## src/rtl/axi_block_pkg.sv

```systemverilog
// Shared types and constants for the AXI cache-block adapter.
// State encoding, beat count, AXI size/burst encodings and response codes.
package axi_block_pkg;

    typedef enum logic [2:0] {
        IDLE,
        RD_ADDR,
        RD_DATA,
        WR_ADDR,
        WR_DATA,
        WR_RESP,
        DONE
    } state_e;

    localparam int BEATS = 16;

    localparam logic [2:0] AXI_SIZE_4B    = 3'b010;
    localparam logic [1:0] AXI_BURST_INCR = 2'b01;

    localparam logic [1:0] RESP_OKAY   = 2'b00;
    localparam logic [1:0] RESP_EXOKAY = 2'b01;
    localparam logic [1:0] RESP_SLVERR = 2'b10;
    localparam logic [1:0] RESP_DECERR = 2'b11;

    function automatic int beats_of(input int block_w, input int word_w);
        return block_w / word_w;
    endfunction

endpackage

```

## src/rtl/block_beat_shifter.sv

```systemverilog
// Beat counter plus block<->word datapath for one cache-block burst.
// Ports: i_clk, i_arst, i_clr (hold counter at 0), i_load/i_load_block
// (capture writeback block), i_wr_beat (shift out one word), i_rd_beat/
// i_rd_word (store one word), o_wr_word, o_rd_block, o_cnt, o_last.
module block_beat_shifter
    import axi_block_pkg::*;
#(
    parameter int WORD_WIDTH  = 32,
    parameter int BLOCK_WIDTH = 512,
    parameter int CNT_W       = $clog2(BLOCK_WIDTH / WORD_WIDTH)
) (
    input  logic                   i_clk,
    input  logic                   i_arst,
    input  logic                   i_clr,
    input  logic                   i_load,
    input  logic [BLOCK_WIDTH-1:0] i_load_block,
    input  logic                   i_wr_beat,
    input  logic                   i_rd_beat,
    input  logic [WORD_WIDTH-1:0]  i_rd_word,
    output logic [WORD_WIDTH-1:0]  o_wr_word,
    output logic [BLOCK_WIDTH-1:0] o_rd_block,
    output logic [CNT_W-1:0]       o_cnt,
    output logic                   o_last
);

    localparam int NB = beats_of(BLOCK_WIDTH, WORD_WIDTH);

    logic [BLOCK_WIDTH-1:0] wblk;

    assign o_last    = (o_cnt == CNT_W'(NB - 1));
    assign o_wr_word = wblk[WORD_WIDTH-1:0];

    always_ff @(posedge i_clk or posedge i_arst) begin
        if (i_arst) begin
            o_cnt <= '0;
        end else if (i_clr) begin
            o_cnt <= '0;
        end else if (i_rd_beat || i_wr_beat) begin
            // natural wrap only happens on the final beat of a burst
            o_cnt <= o_last ? '0 : o_cnt + CNT_W'(1);
        end
    end

    // Writeback words leave LSB first, so shift the block down each beat.
    always_ff @(posedge i_clk or posedge i_arst) begin
        if (i_arst) begin
            wblk <= '0;
        end else if (i_load) begin
            wblk <= i_load_block;
        end else if (i_wr_beat) begin
            wblk <= wblk >> WORD_WIDTH;
        end
    end

    always_ff @(posedge i_clk or posedge i_arst) begin
        if (i_arst) begin
            o_rd_block <= '0;
        end else if (i_rd_beat) begin
            for (int i = 0; i < NB; i++) begin
                if (o_cnt == CNT_W'(i)) begin
                    o_rd_block[i*WORD_WIDTH +: WORD_WIDTH] <= i_rd_word;
                end
            end
        end
    end

endmodule

```

## src/rtl/axi_block_adapter.sv

```systemverilog
// Converts core block refill/writeback requests into single AXI INCR bursts.
// Ports: core side (i_axi_read_start, i_axi_write_start, i_axi_addr,
// i_data_block, o_axi_done, o_data_block, o_axi_err), AXI AR/R/AW/W/B.
// AXI_RESP_CHECK_EN enables the sticky o_axi_err response/rlast checker.
module axi_block_adapter
    import axi_block_pkg::*;
#(
    parameter int ADDR_WIDTH  = 64,
    parameter int WORD_WIDTH  = 32,
    parameter int BLOCK_WIDTH = 512
) (
    input  logic                   i_clk,
    input  logic                   i_arst,
    input  logic                   i_axi_read_start,
    input  logic                   i_axi_write_start,
    input  logic [ADDR_WIDTH-1:0]  i_axi_addr,
    input  logic [BLOCK_WIDTH-1:0] i_data_block,
    output logic                   o_axi_done,
    output logic [BLOCK_WIDTH-1:0] o_data_block,
    output logic                   o_axi_err,
    output logic [ADDR_WIDTH-1:0]  o_araddr,
    output logic [7:0]             o_arlen,
    output logic [2:0]             o_arsize,
    output logic [1:0]             o_arburst,
    output logic                   o_arvalid,
    input  logic                   i_arready,
    input  logic [WORD_WIDTH-1:0]  i_rdata,
    input  logic [1:0]             i_rresp,
    input  logic                   i_rlast,
    input  logic                   i_rvalid,
    output logic                   o_rready,
    output logic [ADDR_WIDTH-1:0]  o_awaddr,
    output logic [7:0]             o_awlen,
    output logic [2:0]             o_awsize,
    output logic [1:0]             o_awburst,
    output logic                   o_awvalid,
    input  logic                   i_awready,
    output logic [WORD_WIDTH-1:0]  o_wdata,
    output logic [3:0]             o_wstrb,
    output logic                   o_wlast,
    output logic                   o_wvalid,
    input  logic                   i_wready,
    input  logic [1:0]             i_bresp,
    input  logic                   i_bvalid,
    output logic                   o_bready
);

    localparam int NB    = beats_of(BLOCK_WIDTH, WORD_WIDTH);
    localparam int CNT_W = $clog2(NB);
    localparam int OFF   = $clog2(BLOCK_WIDTH / 8);

    localparam logic [ADDR_WIDTH-1:0] BLK_MASK =
        {{(ADDR_WIDTH-OFF){1'b1}}, {OFF{1'b0}}};

    state_e                  state;
    state_e                  state_n;
    logic [ADDR_WIDTH-1:0]   addr_q;
    logic                    take_rd;
    logic                    take_wr;
    logic                    rd_beat;
    logic                    wr_beat;
    logic                    last;
    logic [CNT_W-1:0]        cnt;
    logic [WORD_WIDTH-1:0]   wr_word;

    always_ff @(posedge i_clk or posedge i_arst) begin
        if (i_arst) begin
            state <= IDLE;
        end else begin
            state <= state_n;
        end
    end

    always_comb begin
        state_n = state;
        take_rd = 1'b0;
        take_wr = 1'b0;
        rd_beat = 1'b0;
        wr_beat = 1'b0;
        unique case (state)
            IDLE: begin
                // writeback wins so a dirty victim leaves before the refill
                if (i_axi_write_start) begin
                    take_wr = 1'b1;
                    state_n = WR_ADDR;
                end else if (i_axi_read_start) begin
                    take_rd = 1'b1;
                    state_n = RD_ADDR;
                end
            end
            RD_ADDR: begin
                if (i_arready) state_n = RD_DATA;
            end
            RD_DATA: begin
                if (i_rvalid) begin
                    rd_beat = 1'b1;
                    if (last) state_n = DONE;
                end
            end
            WR_ADDR: begin
                if (i_awready) state_n = WR_DATA;
            end
            WR_DATA: begin
                if (i_wready) begin
                    wr_beat = 1'b1;
                    if (last) state_n = WR_RESP;
                end
            end
            WR_RESP: begin
                if (i_bvalid) state_n = DONE;
            end
            DONE: begin
                state_n = IDLE;
            end
            default: begin
                state_n = IDLE;
            end
        endcase
    end

    always_ff @(posedge i_clk or posedge i_arst) begin
        if (i_arst) begin
            addr_q <= '0;
        end else if (take_rd || take_wr) begin
            addr_q <= i_axi_addr & BLK_MASK;
        end
    end

    block_beat_shifter #(
        .WORD_WIDTH  (WORD_WIDTH),
        .BLOCK_WIDTH (BLOCK_WIDTH),
        .CNT_W       (CNT_W)
    ) u_shifter (
        .i_clk        (i_clk),
        .i_arst       (i_arst),
        .i_clr        (state == IDLE),
        .i_load       (take_wr),
        .i_load_block (i_data_block),
        .i_wr_beat    (wr_beat),
        .i_rd_beat    (rd_beat),
        .i_rd_word    (i_rdata),
        .o_wr_word    (wr_word),
        .o_rd_block   (o_data_block),
        .o_cnt        (cnt),
        .o_last       (last)
    );

    assign o_araddr  = addr_q;
    assign o_arlen   = 8'(NB - 1);
    assign o_arsize  = AXI_SIZE_4B;
    assign o_arburst = AXI_BURST_INCR;
    assign o_arvalid = (state == RD_ADDR);
    assign o_rready  = (state == RD_DATA);

    assign o_awaddr  = addr_q;
    assign o_awlen   = 8'(NB - 1);
    assign o_awsize  = AXI_SIZE_4B;
    assign o_awburst = AXI_BURST_INCR;
    assign o_awvalid = (state == WR_ADDR);

    assign o_wdata   = wr_word;
    assign o_wstrb   = 4'hF;
    assign o_wvalid  = (state == WR_DATA);
    assign o_wlast   = (state == WR_DATA) && last;
    assign o_bready  = (state == WR_RESP);

    assign o_axi_done = (state == DONE);

`ifdef AXI_RESP_CHECK_EN
    logic err_q;
    logic rd_bad;
    logic wr_bad;

    // rlast must coincide exactly with the final counted beat
    assign rd_bad = rd_beat && ((i_rresp != RESP_OKAY) || (i_rlast != last));
    assign wr_bad = (state == WR_RESP) && i_bvalid && (i_bresp != RESP_OKAY);

    always_ff @(posedge i_clk or posedge i_arst) begin
        if (i_arst) begin
            err_q <= 1'b0;
        end else if (rd_bad || wr_bad) begin
            err_q <= 1'b1;
        end
    end

    assign o_axi_err = err_q;
`else
    logic unused_resp;
    assign unused_resp = ^{i_rresp, i_rlast, i_bresp};
    assign o_axi_err   = 1'b0;
`endif

    logic unused_cnt;
    assign unused_cnt = ^cnt;

endmodule
```

## config.mk

```make
export PLATFORM = sky130hd
export DESIGN_NAME = axi_block_adapter
export DESIGN_NICKNAME = d
export VERILOG_FILES = /design/src/rtl/axi_block_pkg.sv /design/src/rtl/block_beat_shifter.sv /design/src/rtl/axi_block_adapter.sv
export SDC_FILE = /design/constraint.sdc
export NUM_CORES = 2
export LEC_CHECK = 0
export CAP_MARGIN = 20
export CORE_AREA = 2 2 514 516
export DETAILED_ROUTE_END_ITERATION = 10
export DIE_AREA = 0 0 516 518
export GPL_TIMING_DRIVEN = 0
export MAX_ROUTING_LAYER = met4
export PLACE_DENSITY = 0.33
export SYNTH_ARGS = -nofsm -noshare
export SYNTH_HDL_FRONTEND = slang
export SYNTH_SLANG_ARGS = --single-unit
```

## constraint.sdc

```tcl
create_clock -name i_clk -period 52.2 [get_ports i_clk]
set_input_delay 10.44 -clock i_clk [delete_from_list [all_inputs] [get_ports i_clk]]
set_output_delay 10.44 -clock i_clk [all_outputs]
set_load 0.01 [all_outputs]
```

# Yosys cells after proc, flatten, opt, wreduce, memory -nomap -nowiden
# Index checks and enable logic that the tools add are counted.
# word_totals
output_inout_bits	710
register_bits	1089
in_bits	622
# op_classes
n_mux	24
addsub	1
eq_ne	29
n_reduce_logical	24
# op_table
op	count
$mux 512	2
$eq 4x4->1 const B	8
$reduce_and 2->1	16
$mux 3	9
$pmux 3 s6	1
$eq 4x3->1 const B	4
$mux 4	3
$ne 2x1->1 const B	5
$eq 3x3->1 const B	3
$mux 1	9
$eq 4x2->1 const B	2
$reduce_and 8->1	1
$eq 3x2->1 const B	2
$add 4x1->4 const B	1
$eq 4x1->1 const B	1
$logic_not 4->1	1
$ne 2x2->1 const B	2
$reduce_bool 2->1	2
$eq 3x1->1 const B	1
$logic_not 3->1	1
$ne 3x3->1 const B	1
$logic_or 1x1->1	2
$logic_and 1x1->1	1

# Longest topological paths before layout
# depth
ltp_word	5
mapped_depth	8
ltp_nobuf	5

# By module
# A second synthesis with hierarchy kept.
# hier_totals
hier_cells	3670
area_unflattened_um2	46022.9
# by_module_without_submodules
module	area_per_inst_um2	cells_each	instances	seq_area_each_um2
block_beat_shifter	42722.2	3409	1	25724.7
axi_block_adapter	3300.7	261	1	1526.5

# Worst setup path before layout
# OpenSTA, ideal clock, no wires.
# synth_timing
path_kind	register to output
start	register state[1]
end	output port o_wlast
path_stages_with_launch	5
n_path_buf	2
path_slack_ps	40501
required_time_ps	41760
t_arrival_ps	1259
path_cell_list	dfrtp_1 -> buf_2 -> clkbuf_1 -> nor3b_1 -> and2_1
# synth_between
elab_chain_cells	2
# synth_rtl
element	line_no	source
start: declaration	axi_block_adapter.sv:55	state_e state;
start signal: assignment	axi_block_adapter.sv:70	state <= state_n;
$eq 3x3->1	--	
via o_wvalid	axi_block_adapter.sv:41	output logic o_wvalid,
$logic_and 1x1->1	axi_block_adapter.sv:164	assign o_wlast = (state == WR_DATA) && last;
end: declaration	axi_block_adapter.sv:40	output logic o_wlast,
# The timed path passes the listed nets, and every way through them passes these cells.

# Worst setup path in the final report
# layout_timing
start	register state[1]
end	output port o_wlast
# layout_between
elab_chain_cells	2
# layout_rtl
element	line_no
$eq 3x3->1	axi_block_adapter.sv:164
$logic_and 1x1->1	axi_block_adapter.sv:164
# Every way passes these cells.

==> Implementation_results.wiki <==
{| class="wikitable"
! Metric !! Value
|-
| Status || finished clean
|-
| Standard-cell row count || 188
|-
| Worst path slowest cell || sky130_fd_sc_hd__clkdlybuf4s50_1
|-
| Maximum number of pins on one net before global-route repair || 114
|-
| Total leakage power || between 0.02 and 0.03 uW
|-
| Metal1 wirelength || 99220 um
|-
| Cell area after placement || 63450 um2
|-
| Number of placed instances with taps included || approximately 8500
|-
| Crit. End Element || output port
|-
| Sequential-to-total area share from yosys stat || 0.5950
|-
| Total of buffers placed on input and output ports || 1277
|-
| Max Cap Viol || 0
|-
| Pwr per Cell Area || between 40 and 50 nW/um2
|-
| Drc violations || 0
|-
| Tightest slew margin relative to the limit || 0.2860
|-
| Proportion of power drawn by flip-flops and latches || 0.399
|-
| Topmost layer with routed signal wires || met4
|-
| Number of optimization iterations in the first detailed-route pass || 5
|-
| Worst path depth || 5
|-
| Count of endpoints failing hold in the final timing report || 0
|-
| Final setup violating endpoints || 0
|-
| R2r startpoint || state[2]$_DFFE_PP0P_
|-
| Largest delay share family, worst path || buffers and inverters
|-
| Global-route wire length before repair || approximately 320000 um
|-
| Combinational cell fraction of total power || 0.302
|-
| Clk buf depth || 3
|-
| Worst endpoint data arrival time || 2.89 ns
|-
| Wire length per cell after detailed routing || 27.25 um
|-
| Top Ports || 1332
|-
| Final cycle utilization of the critical path || 0.2553
|-
| Highest achievable clock rate || 0.07503 GHz
|-
| Flop2flop setup slack || 49.00 ns
|-
| Unrepaired setup endpoints after global routing || no
|-
| Proportion of register bits with asynchronous set or reset after synthesis || 1.000
|-
| Total number of yosys warnings || 0
|-
| Min Tclk post-route || 13.33 ns
|-
| Critical-path cell list || buf_2 > clkbuf_1 > nor3b_1 > and2_1 > clkdlybuf4s50_1
|-
| Hold Path Class || reg2reg
|-
| Overall die area || 267300 um2
|-
| Placer congestion estimate || slightly above 0.8
|-
| Clock power share || 0.299
|-
| Post-synthesis register bit count || 1089
|-
| Syn Std Cell Area || 45800 um2
|-
| Kind of start point of the critical path || register
|-
| Mapped Avg Cell Area || 12.70 um2
|-
| Cell count of the worst hold path || 1
|-
| Synth unique cells || 40
|-
| PostCTS Resize Cnt || 0
|-
| Floorplan core area || 261600 um2
|-
| Number of antenna violations at the first check in global routing || 116
|-
| Master cell of the clock root buffer || sky130_fd_sc_hd__clkbuf_16
|-
| Endpoint required time on the critical path || 41.76 ns
|-
| Clock latency of the later-clocked register in the worst-skew pair || 0.79 ns
|-
| Synth area leaders || sky130_fd_sc_hd__dfrtp_1 60%, sky130_fd_sc_hd__mux2_2 12%, sky130_fd_sc_hd__mux2i_1 10%, sky130_fd_sc_hd__o21ai_0 5.3%, sky130_fd_sc_hd__nand2_1 4.0%
|-
| Largest fanout on the critical path || 10
|-
| Critical path type || reg2out
|-
| Most common cell after layout, fill and taps aside || sky130_fd_sc_hd__clkdlybuf4s50_1
|-
| H-tree depth || 4
|-
| Worst R2R Path Depth || 8
|-
| Bufs and invs on worst path || 3
|-
| Growth of design area from synthesis to finish || 49.10%
|-
| Largest area contributor in the synthesized netlist || sky130_fd_sc_hd__dfrtp_1
|-
| Vias in the first global route || 36510
|-
| GR Overflow Total || 0
|-
| Share of the synthesized area in the top cell type || 0.5950
|-
| Switching component of the power || 1132 uW
|-
| DR WL met3 || 15700 um
|-
| Switching portion of total power || 0.3410
|-
| Num Clock Sinks || 1089
|-
| Starting utilization of the core area || 0.1751
|-
| Detailed router's first-iteration violation count || 1812
|-
| Non-filler instance count after layout || 8776
|-
| Critical path's largest stage delay || roughly 0.75 ns
|-
| Layout net count || 5712
|-
| Worst setup skew after layout || roughly 0.036 ns
|-
| DPL Wire Length || about 190000 um
|-
| Commonest cells after routing, fill and taps aside || 1277 x sky130_fd_sc_hd__clkdlybuf4s50_1, 1089 x sky130_fd_sc_hd__dfrtp_1, 497 x sky130_fd_sc_hd__mux2_2
|-
| Wire length on met2 || 115700 um
|-
| GRT Total Usage || 0.1797
|-
| TritonCTS clock tree || done
|-
| Synthesized instance count || 3606
|-
| Number of pins with negative max-slew slack in the final report || 0
|-
| Max rail drop VDD || 29.93 uV
|-
| Overall die width || around 520 um
|-
| Start point of the worst hold path || u_shifter.o_rd_block[403]$_DFFE_PP0P_
|-
| Buffers inserted by post-CTS timing repair || 0
|-
| Height of the die || 518 um
|-
| Post-route cell area || 68290 um2
|-
| Num CTS Buffers || between 100 and 150
|-
| Internal power summed over all cells || 2188 uW
|-
| Fraction of layout cells with a size suffix above 1 || 0.1992
|-
| Setup crit start || state[1]$_DFFE_PP0P_
|-
| Dominant register cell in the synthesized netlist || sky130_fd_sc_hd__dfrtp_1
|-
| Via/cell ratio || 3.928
|-
| Aggregate routed wire length || 239200 um
|-
| Cts-stage hold buffer count || 0
|-
| CTS clock-pin slew for the worst setup and hold paths || 0.05 ns
|-
| Number of enable-type register cells in the synthesized netlist || 0
|-
| Post-detailed-route count of antenna-violating nets || 0
|-
| Slew at the pin closest to its max-slew limit || 1.071 ns
|-
| Via count || 34470
|}
-- metrics by stage --
step	setup WS (ns)	hold slack (ns)	setup TNS, ns	total power, uW	util
after floorplan	11.10	0.4656	0	1768	-
final	38.87	0.4867	0	3319	0.2611
after global placement	-7.985	0.4745	-8372.38	2364	0.2414
after detailed placement	38.29	0.4806	0	2373	0.2426
after global routing	38.63	0.5051	0	3526	0.2609
after CTS	38.72	0.4935	0	3399	0.2603
-- cell families after synthesis --
| group | after synthesis | share of synthesized area |
|---|---|---|
| buf+inv | 397 | 0.05125 |
| fa+ha+maj | 4 | 0.001093 |
| other cells | 2 | 0.0001640 |
| flops | 1089 | 0.5950 |
| simple gates | 534 | 0.04639 |
| mux | 1051 | 0.2453 |
| compound gates | 528 | 0.06062 |
| xor+xnor | 1 | 0.0001913 |
-- power by group through the flow --
| stage | sequential (uW) | clock (uW) | combinational [uW] |
|---|---|---|---|
| after floorplan | 1260 | 0 | 506 |
| after global placement | 1350 | 0 | 1010 |
| after detailed placement | 1350 | 0 | 1030 |
| after CTS | 1330 | 1040 | 1030 |
| after global routing | 1360 | 1070 | 1100 |
| final | 1330 | 993 | 1000 |
-- cell usage after synthesis, types with 2 or more instances --
master / n
sky130_fd_sc_hd__dfrtp_1: 1089
sky130_fd_sc_hd__mux2_2: 497
sky130_fd_sc_hd__nand2_1: 491
sky130_fd_sc_hd__o21ai_0: 486
sky130_fd_sc_hd__mux2i_1: 480
sky130_fd_sc_hd__buf_4: 179
sky130_fd_sc_hd__buf_2: 124
sky130_fd_sc_hd__clkbuf_1: 85
sky130_fd_sc_hd__mux2_1: 74
sky130_fd_sc_hd__a22o_1: 32
sky130_fd_sc_hd__nor2_1: 9
sky130_fd_sc_hd__nand2_2: 6
sky130_fd_sc_hd__a21oi_1: 4
sky130_fd_sc_hd__ha_1: 4
sky130_fd_sc_hd__inv_1: 4
sky130_fd_sc_hd__nand3_1: 4
sky130_fd_sc_hd__buf_6: 3
sky130_fd_sc_hd__nand2b_1: 3
sky130_fd_sc_hd__nor3b_1: 3
sky130_fd_sc_hd__and2_1: 2
sky130_fd_sc_hd__and2_4: 2
sky130_fd_sc_hd__and3b_1: 2
sky130_fd_sc_hd__clkbuf_4: 2
sky130_fd_sc_hd__conb_1: 2
sky130_fd_sc_hd__nand3_2: 2
sky130_fd_sc_hd__nor2b_1: 2
sky130_fd_sc_hd__o31ai_1: 2
-- worst paths after layout --
kind                                                               to
max in group asynchronous             u_shifter.wblk[297]$_DFFE_PP0P_
worst min register to register  u_shifter.o_rd_block[403]$_DFFE_PP0P_
worst min-delay path            u_shifter.o_rd_block[403]$_DFFE_PP0P_
worst max-delay path                                          o_wlast
worst max register to register        u_shifter.wblk[470]$_DFFE_PP0P_
min in group asynchronous                    o_araddr[21]$_DFFE_PP0P_
-- per-layer routing --
metal  GRT usage  vias to the layer above
met5           -                        -
met4     0.07476                        0
met3     0.05001                      332
met2      0.2887                     1177
met1      0.2102                    17480
li1            -                    15480
-- final cells by class --
type | instances | area [um2]
well taps | 3515 | 4398
multi-input cells | 2161 | 16360
repair buffers | 1290 | 13100
flip-flops and latches | 1089 | 27250
fillers | 27760 | 193300
diodes | 76 | 190.2
clock buffers | 222 | 4272
clock inverters | 26 | 370.4
plain buffers | 393 | 2332
inverters | 4 | 22.52
-- state kept, by name, summed over array words and instances (netlist names) --
name / cells
u_shifter.o_cnt: 4
o_araddr: 58
state: 3
u_shifter.o_rd_block: 512
u_shifter.wblk: 512
Power figures use the tool's default switching activity.
